## config.mk

```make
export PLATFORM = sky130hd
export DESIGN_NAME = fp_mult_pipe
export DESIGN_NICKNAME = d
export VERILOG_FILES = /design/src/rtl/fp_mult_pipe.sv
export SDC_FILE = /design/constraint.sdc
export NUM_CORES = 2
export LEC_CHECK = 0
export CAP_MARGIN = 0
export CELL_PAD_IN_SITES_DETAIL_PLACEMENT = 1
export CELL_PAD_IN_SITES_GLOBAL_PLACEMENT = 1
export CORE_AREA = 2 2 248 250
export CTS_BUF_LIST = sky130_fd_sc_hd__clkbuf_4 sky130_fd_sc_hd__clkbuf_8
export DETAILED_ROUTE_END_ITERATION = 12
export DIE_AREA = 0 0 250 252
export PLACE_DENSITY = 0.8
export SLEW_MARGIN = 10
export SYNTH_ARGS = -nofsm -noshare
export SYNTH_HDL_FRONTEND = slang
export SYNTH_SLANG_ARGS = --single-unit
```

## constraint.sdc

```tcl
create_clock -name clk -period 7.45 [get_ports clk]
set_input_delay 1.49 -clock clk [delete_from_list [all_inputs] [get_ports clk]]
set_output_delay 1.49 -clock clk [all_outputs]
set_load 0.03 [all_outputs]
```

## src/rtl/fp_mult_pipe.sv

```systemverilog
// Three-stage pipelined floating-point multiplier with a valid/ready handshake.
// The stages are unpack/classify, mantissa multiply, and normalise/round/pack. Subnormal inputs are flushed to zero.
module fp_mult_pipe #(
    parameter int EXP_W = 8,
    parameter int MAN_W = 23
) (
    input  logic                   clk,
    input  logic                   rst_n,
    input  logic                   in_valid,
    output logic                   in_ready,
    input  logic [EXP_W+MAN_W:0]   a,
    input  logic [EXP_W+MAN_W:0]   b,
    output logic                   out_valid,
    input  logic                   out_ready,
    output logic [EXP_W+MAN_W:0]   product,
    output logic [4:0]             flags
);

    localparam int W   = 1 + EXP_W + MAN_W;
    localparam int EW2 = EXP_W + 2;
    localparam int PW  = 2 * MAN_W + 2;

    localparam logic signed [EXP_W+1:0] BIAS_C  = EW2'((1 << (EXP_W - 1)) - 1);
    localparam logic signed [EXP_W+1:0] EMAX_C  = EW2'((1 << EXP_W) - 1);
    localparam logic signed [EXP_W+1:0] EZERO_C = {EW2{1'b0}};
    localparam logic [W-1:0] QNAN_C = {1'b0, {EXP_W{1'b1}}, 1'b1, {(MAN_W-1){1'b0}}};

    // Flag bit order: {invalid, overflow, underflow, inexact, special_in}
    localparam logic [4:0] F_NONE_C  = 5'b00000;
    localparam logic [4:0] F_SPEC_C  = 5'b00001;
    localparam logic [4:0] F_INV_C   = 5'b10001;
    localparam logic [4:0] F_OVF_C   = 5'b01010;
    localparam logic [4:0] F_UNF_C   = 5'b00110;

    logic                    stall_s;
    logic                    adv_s;

    logic                    sa_s;
    logic                    sb_s;
    logic [EXP_W-1:0]        ea_s;
    logic [EXP_W-1:0]        eb_s;
    logic [MAN_W-1:0]        ma_s;
    logic [MAN_W-1:0]        mb_s;
    logic                    a_zero_s;
    logic                    b_zero_s;
    logic                    a_inf_s;
    logic                    b_inf_s;
    logic                    a_nan_s;
    logic                    b_nan_s;
    logic                    sign_s;
    logic signed [EXP_W+1:0] exp_sum_s;
    logic                    spec_s;
    logic [W-1:0]            spec_word_s;
    logic [4:0]              spec_flags_s;

    logic                    v1_r;
    logic                    sign1_r;
    logic signed [EXP_W+1:0] exp1_r;
    logic [MAN_W-1:0]        ma1_r;
    logic [MAN_W-1:0]        mb1_r;
    logic                    spec1_r;
    logic [W-1:0]            spec_word1_r;
    logic [4:0]              spec_flags1_r;

    logic [PW-1:0]           prod_s;
    logic                    v2_r;
    logic                    sign2_r;
    logic signed [EXP_W+1:0] exp2_r;
    logic [PW-1:0]           prod2_r;
    logic                    spec2_r;
    logic [W-1:0]            spec_word2_r;
    logic [4:0]              spec_flags2_r;

    logic [PW-2:0]           norm_s;
    logic                    lost_s;
    logic signed [EXP_W+1:0] exp_n_s;
    logic [MAN_W:0]          mant_s;
    logic                    guard_s;
    logic                    round_s;
    logic                    sticky_s;
    logic                    round_up_s;
    logic [MAN_W+1:0]        rounded_s;
    logic                    carry_s;
    logic [MAN_W-1:0]        man_out_s;
    logic signed [EXP_W+1:0] exp_f_s;
    logic                    inexact_s;
    logic [W-1:0]            word_s;
    logic [4:0]              flags_s;

    logic                    v3_r;
    logic [W-1:0]            product_r;
    logic [4:0]              flags_r;

    assign stall_s   = v3_r & ~out_ready;
    assign adv_s     = ~stall_s;
    assign in_ready  = ~stall_s;
    assign out_valid = v3_r;
    assign product   = product_r;
    assign flags     = flags_r;

    assign sa_s      = a[W-1];
    assign sb_s      = b[W-1];
    assign ea_s      = a[W-2:MAN_W];
    assign eb_s      = b[W-2:MAN_W];
    assign ma_s      = a[MAN_W-1:0];
    assign mb_s      = b[MAN_W-1:0];
    assign a_zero_s  = (ea_s == {EXP_W{1'b0}});
    assign b_zero_s  = (eb_s == {EXP_W{1'b0}});
    assign a_inf_s   = (ea_s == {EXP_W{1'b1}}) && (ma_s == {MAN_W{1'b0}});
    assign b_inf_s   = (eb_s == {EXP_W{1'b1}}) && (mb_s == {MAN_W{1'b0}});
    assign a_nan_s   = (ea_s == {EXP_W{1'b1}}) && (ma_s != {MAN_W{1'b0}});
    assign b_nan_s   = (eb_s == {EXP_W{1'b1}}) && (mb_s != {MAN_W{1'b0}});
    assign sign_s    = sa_s ^ sb_s;
    assign exp_sum_s = $signed({2'b00, ea_s}) + $signed({2'b00, eb_s}) - BIAS_C;

    // S1 special-case classification; the decision rides down the pipe and overrides S3
    always_comb begin
        spec_s       = 1'b0;
        spec_word_s  = {W{1'b0}};
        spec_flags_s = F_NONE_C;
        if (a_nan_s || b_nan_s) begin
            spec_s       = 1'b1;
            spec_word_s  = QNAN_C;
            spec_flags_s = F_SPEC_C;
        end else if ((a_inf_s && b_zero_s) || (b_inf_s && a_zero_s)) begin
            spec_s       = 1'b1;
            spec_word_s  = QNAN_C;
            spec_flags_s = F_INV_C;
        end else if (a_inf_s || b_inf_s) begin
            spec_s       = 1'b1;
            spec_word_s  = {sign_s, {EXP_W{1'b1}}, {MAN_W{1'b0}}};
            spec_flags_s = F_SPEC_C;
        end else if (a_zero_s || b_zero_s) begin
            spec_s       = 1'b1;
            spec_word_s  = {sign_s, {(W-1){1'b0}}};
            spec_flags_s = F_NONE_C;
        end else begin
            spec_s       = 1'b0;
            spec_word_s  = {W{1'b0}};
            spec_flags_s = F_NONE_C;
        end
    end

    // Stage 1 register: unpacked operands, exponent sum, special decision
    always_ff @(posedge clk or negedge rst_n) begin
        if (!rst_n) begin
            v1_r          <= 1'b0;
            sign1_r       <= 1'b0;
            exp1_r        <= {EW2{1'b0}};
            ma1_r         <= {MAN_W{1'b0}};
            mb1_r         <= {MAN_W{1'b0}};
            spec1_r       <= 1'b0;
            spec_word1_r  <= {W{1'b0}};
            spec_flags1_r <= 5'b00000;
        end else if (adv_s) begin
            v1_r <= in_valid;
            if (in_valid) begin
                sign1_r       <= sign_s;
                exp1_r        <= exp_sum_s;
                ma1_r         <= ma_s;
                mb1_r         <= mb_s;
                spec1_r       <= spec_s;
                spec_word1_r  <= spec_word_s;
                spec_flags1_r <= spec_flags_s;
            end
        end
    end

    assign prod_s = PW'({1'b1, ma1_r}) * PW'({1'b1, mb1_r});

    // Stage 2 register: full-width mantissa product
    always_ff @(posedge clk or negedge rst_n) begin
        if (!rst_n) begin
            v2_r          <= 1'b0;
            sign2_r       <= 1'b0;
            exp2_r        <= {EW2{1'b0}};
            prod2_r       <= {PW{1'b0}};
            spec2_r       <= 1'b0;
            spec_word2_r  <= {W{1'b0}};
            spec_flags2_r <= 5'b00000;
        end else if (adv_s) begin
            v2_r <= v1_r;
            if (v1_r) begin
                sign2_r       <= sign1_r;
                exp2_r        <= exp1_r;
                prod2_r       <= prod_s;
                spec2_r       <= spec1_r;
                spec_word2_r  <= spec_word1_r;
                spec_flags2_r <= spec_flags1_r;
            end
        end
    end

    // The bit shifted out by normalisation still counts toward sticky
    assign norm_s     = prod2_r[PW-1] ? prod2_r[PW-1:1] : prod2_r[PW-2:0];
    assign lost_s     = prod2_r[PW-1] & prod2_r[0];
    assign exp_n_s    = exp2_r + {{(EXP_W+1){1'b0}}, prod2_r[PW-1]};
    assign mant_s     = norm_s[2*MAN_W:MAN_W];
    assign guard_s    = norm_s[MAN_W-1];
    assign round_s    = norm_s[MAN_W-2];
    assign sticky_s   = (|norm_s[MAN_W-3:0]) | lost_s;
    assign round_up_s = guard_s & (round_s | sticky_s | mant_s[0]);
    assign rounded_s  = {1'b0, mant_s} + {{(MAN_W+1){1'b0}}, round_up_s};
    assign carry_s    = rounded_s[MAN_W+1];
    assign man_out_s  = carry_s ? rounded_s[MAN_W:1] : rounded_s[MAN_W-1:0];
    assign exp_f_s    = exp_n_s + {{(EXP_W+1){1'b0}}, carry_s};
    assign inexact_s  = guard_s | round_s | sticky_s;

    // S3 range check and final result selection
    always_comb begin
        word_s  = {W{1'b0}};
        flags_s = F_NONE_C;
        if (spec2_r) begin
            word_s  = spec_word2_r;
            flags_s = spec_flags2_r;
        end else if (exp_f_s >= EMAX_C) begin
            word_s  = {sign2_r, {EXP_W{1'b1}}, {MAN_W{1'b0}}};
            flags_s = F_OVF_C;
        end else if (exp_f_s <= EZERO_C) begin
            word_s  = {sign2_r, {(W-1){1'b0}}};
            flags_s = F_UNF_C;
        end else begin
            word_s  = {sign2_r, exp_f_s[EXP_W-1:0], man_out_s};
            flags_s = {3'b000, inexact_s, 1'b0};
        end
    end

    // Stage 3 register: packed product and flags drive the outputs directly
    always_ff @(posedge clk or negedge rst_n) begin
        if (!rst_n) begin
            v3_r      <= 1'b0;
            product_r <= {W{1'b0}};
            flags_r   <= 5'b00000;
        end else if (adv_s) begin
            v3_r <= v2_r;
            if (v2_r) begin
                product_r <= word_s;
                flags_r   <= flags_s;
            end
        end
    end

endmodule

```

==> qor.yml <==
outcome:
  run_status: "finished, final reports clean"
global_routing:
  global_route.usage.total: 0.2848
  grt_pass1_wl_um: 137200
  first_global_vias: 24114
  grt.overflow.total: 0
  grt_max_degree: 101
  antenna_found_initial: 1
floorplan:
  initial_core_util: 0.4456
  io_pins: 107
  die_x_um: 250
  fp.dieArea_um2: 63000
  core_box_area_um2: 60130
  rows: 90
  die-height_um: 252
synthesis:
  number_of_warning_messages_in_the_yosys_log: 0
  synth.avg_cell_area_um2: 8.947
  synthDistinctLibCells: 74
  synth_top_area_cell: "fa_1"
  synth.top_cells.by_area: "fa_1 36%, dfrtp_1 16%, ha_1 8.9%"
  synth_top_cells_by_count: "589 x inv_1, 530 x nand2_1, 484 x fa_1"
  synthesis.area_um2: 26800
  mappedNetlistNets: 3737
  synth-seq-area-share: 0.1550
  ys_ff_latch: 166
  synth_top_cell_area_share: 0.3616
  synth_ff_type: "dfrtp_1"
  synth_enable_flop_cells: 0
  postSynthCellCount: 2995
  async_reset_ff_frac: 1.000
  post-synth-top-count-cell: "inv_1"
routing:
  drc_errors_left: 0
  drc_violation_total_after_the_first_tritonroute_iteration: 1275
  detailedRoute.firstPassIterationCount: 5
  viasPerCell: 5.413
  avgRoutedWirePerCell_um: 22.17
  dr_total_vias: 21083
  final_antenna_net_count: 0
  drt_wl_total_um: 86340
placement:
  port_buffers: 106
  detailed_placement_hpwl_um: 72470
  globalplace.congestion: 0.9288
critical_path:
  worst_r2r_path_depth: 23
  worst-path-max-fanout: 13
  critPathMaxStageDelay_ns: 0.73
  critPathMostFrequentCell: "fa_1"
  cp-start-kind: "flop"
  critical_path_class: "flop to flop"
  arrival_ns: 7.59
  reg2reg_slack_ns: 0.29
  worstPathCellList: "nand2_1 > fa_1 > fa_1 > inv_1 > fa_1 > inv_1 > fa_1 > inv_1 > fa_1 > fa_1 > inv_1 > fa_1 > inv_1 > ha_1 > a21oi_1 > o21ai_0 > o21ai_0 > o211ai_2 > a31o_4 > a221oi_4 > o311ai_1 > xnor2_1 > o21ai_1"
  cp_num_buf_inv: 5
  end_kind: "flop"
  cp_data_required_time_ns: 7.88
  timing.critical_path.slowest_stage_cell: "dfrtp_1"
  cp_num_cells: 23
  cp_top_family: "adder cells"
clock_network:
  insertion_delay_ns: 0.57
  cts_max_path_buffers: 2
  clk_pin_slew_ns: 0.11
  cts_setup_buffers: 0
  cts_resized: 0
  clock-sinks: 166
  cts_buffers: 17
  count_of_hold_fix_buffers_inserted_at_cts: 0
  cts_root_cell: "clkbuf_8"
  tritoncts: "built"
  cts.htree.levels: 4
timing:
  timing.final.max_slew_violations: 0
  maxSlewHeadroom: 0.2759
  unrepaired_setup_endpoints_after_global_routing: "no"
  timing.final.setup_violations: 0
  worst_slew_pin_slew_ns: 1.086
  fin_setup_tns_ns: 0
  hold_viol: 0
  finalCriticalPeriod_ns: 7.157
  maxClockFrequency_mhz: 139.7
  finalCritPeriodShare: 0.9607
  finClkSkew_ns: 0.02478
layout:
  final_layout_size_suffix_gt1_frac: 0.07487
  syn2layout_area_growth_pct: 10.80
  design.final.nets: 3841
flow_run:
  drv_cap: 0
min_path:
  type_of_the_tightest_min_delay_check: "flop to flop"
  worst_hold_path.num_cells: 2
## stage by stage
step / area (um2) / worst slack (ns) / hold slack (ns) / cells / util
final: 29690 / 0.2926 / 0.4963 / 3895 / 0.4937
after global routing: 29690 / 0.01895 / 0.5338 / 3895 / 0.4937
after CTS: 29650 / 0.07006 / 0.4983 / 3894 / 0.4932
after detailed placement: 29230 / 0.09622 / 0.4729 / 3862 / 0.4861
after global placement: 29230 / 0.3628 / 0.4607 / 3862 / 0.4861
after floorplan: 26800 / 0.8027 / 0.4331 / 2995 / -
## state kept, by name, indices dropped and copies added (netlist names), 3 cells and up
name / flops
flags: 5
prod2_r: 48
spec_word2_r: 3
exp2_r: 10
product: 32
exp1_r: 10
spec_word1_r: 3
mb1_r: 23
ma1_r: 23
## layout by cell type (no fill, tap or decap), drive strengths merged, types with 4 or more instances in the layout
cell           instances
a21boi                 4
buf                  125
nor3                  12
nand4                 15
nand2                530
o21ai                127
a31oi                 12
a21oi                 77
o211ai                 5
clkdlybuf4s50        105
a221o                  7
clkinv                 8
o21a                   4
a21o                  25
o21bai                 9
clkbuf                18
a31o                   4
mux2i                  9
nor2b                  8
xnor2                 46
a22o                  12
inv                  594
ha                   190
nand2b                 5
nor2                  76
nor4                  21
dfrtp                166
xor2                  39
fa                   484
and3                  13
and2                 257
mux2                  25
nand3                 24
a211oi                 8
or4                    5
## worst paths after layout
path | startpoint | endpoint
max in group asynchronous | rst_n | ma1_r[8]
setup / recovery | mb1_r[11] | prod2_r[44]
hold reg to reg | spec_word1_r[31] | spec_word1_r[31]
setup reg to reg | mb1_r[11] | prod2_r[44]
min in group asynchronous | rst_n | product[29]
hold / removal | spec_word1_r[31] | spec_word1_r[31]
## cell families (layout without fill, tap and decap cells)
| family | count (synthesis) | count (layout) | synth area share |
|---|---|---|---|
| fa+ha+maj | 674 | 674 | 0.4503 |
| buf+inv | 737 | 854 | 0.1041 |
| flops | 166 | 166 | 0.1550 |
| simple gates | 978 | 978 | 0.1725 |
| xor+xnor | 85 | 85 | 0.02778 |
| mux | 34 | 34 | 0.01387 |
| compound gates | 321 | 321 | 0.07639 |
| other cells | 0 | 1 | 0 |
## per-layer routing
metal,up-vias,global-route usage,part of all wire
met1,11004,0.3684,0.42
li1,9311,-,-
met5,-,0,0
met2,609,0.4797,0.48
met4,0,0.1198,0.041
met3,159,0.04261,0.053
## worst min-delay path: stages (launching register included)
cell     delay (ns)
dfrtp_1        0.36
nand2_1        0.06
o31ai_1        0.06
## area by class of cell
type | instances | area [um2]
antenna | 1 | 2.502
clock buffer | 18 | 241.5
clock inverter | 14 | 181.4
fill | 6981 | 30440
inverter | 592 | 2226
multi-input combinational | 2092 | 19860
sequential | 166 | 4178
tap | 782 | 978.4
timing repair buffer | 230 | 2018
Power is not shown: default switching activity piles up to over one toggle a cycle in this logic, so the estimate is an artifact.
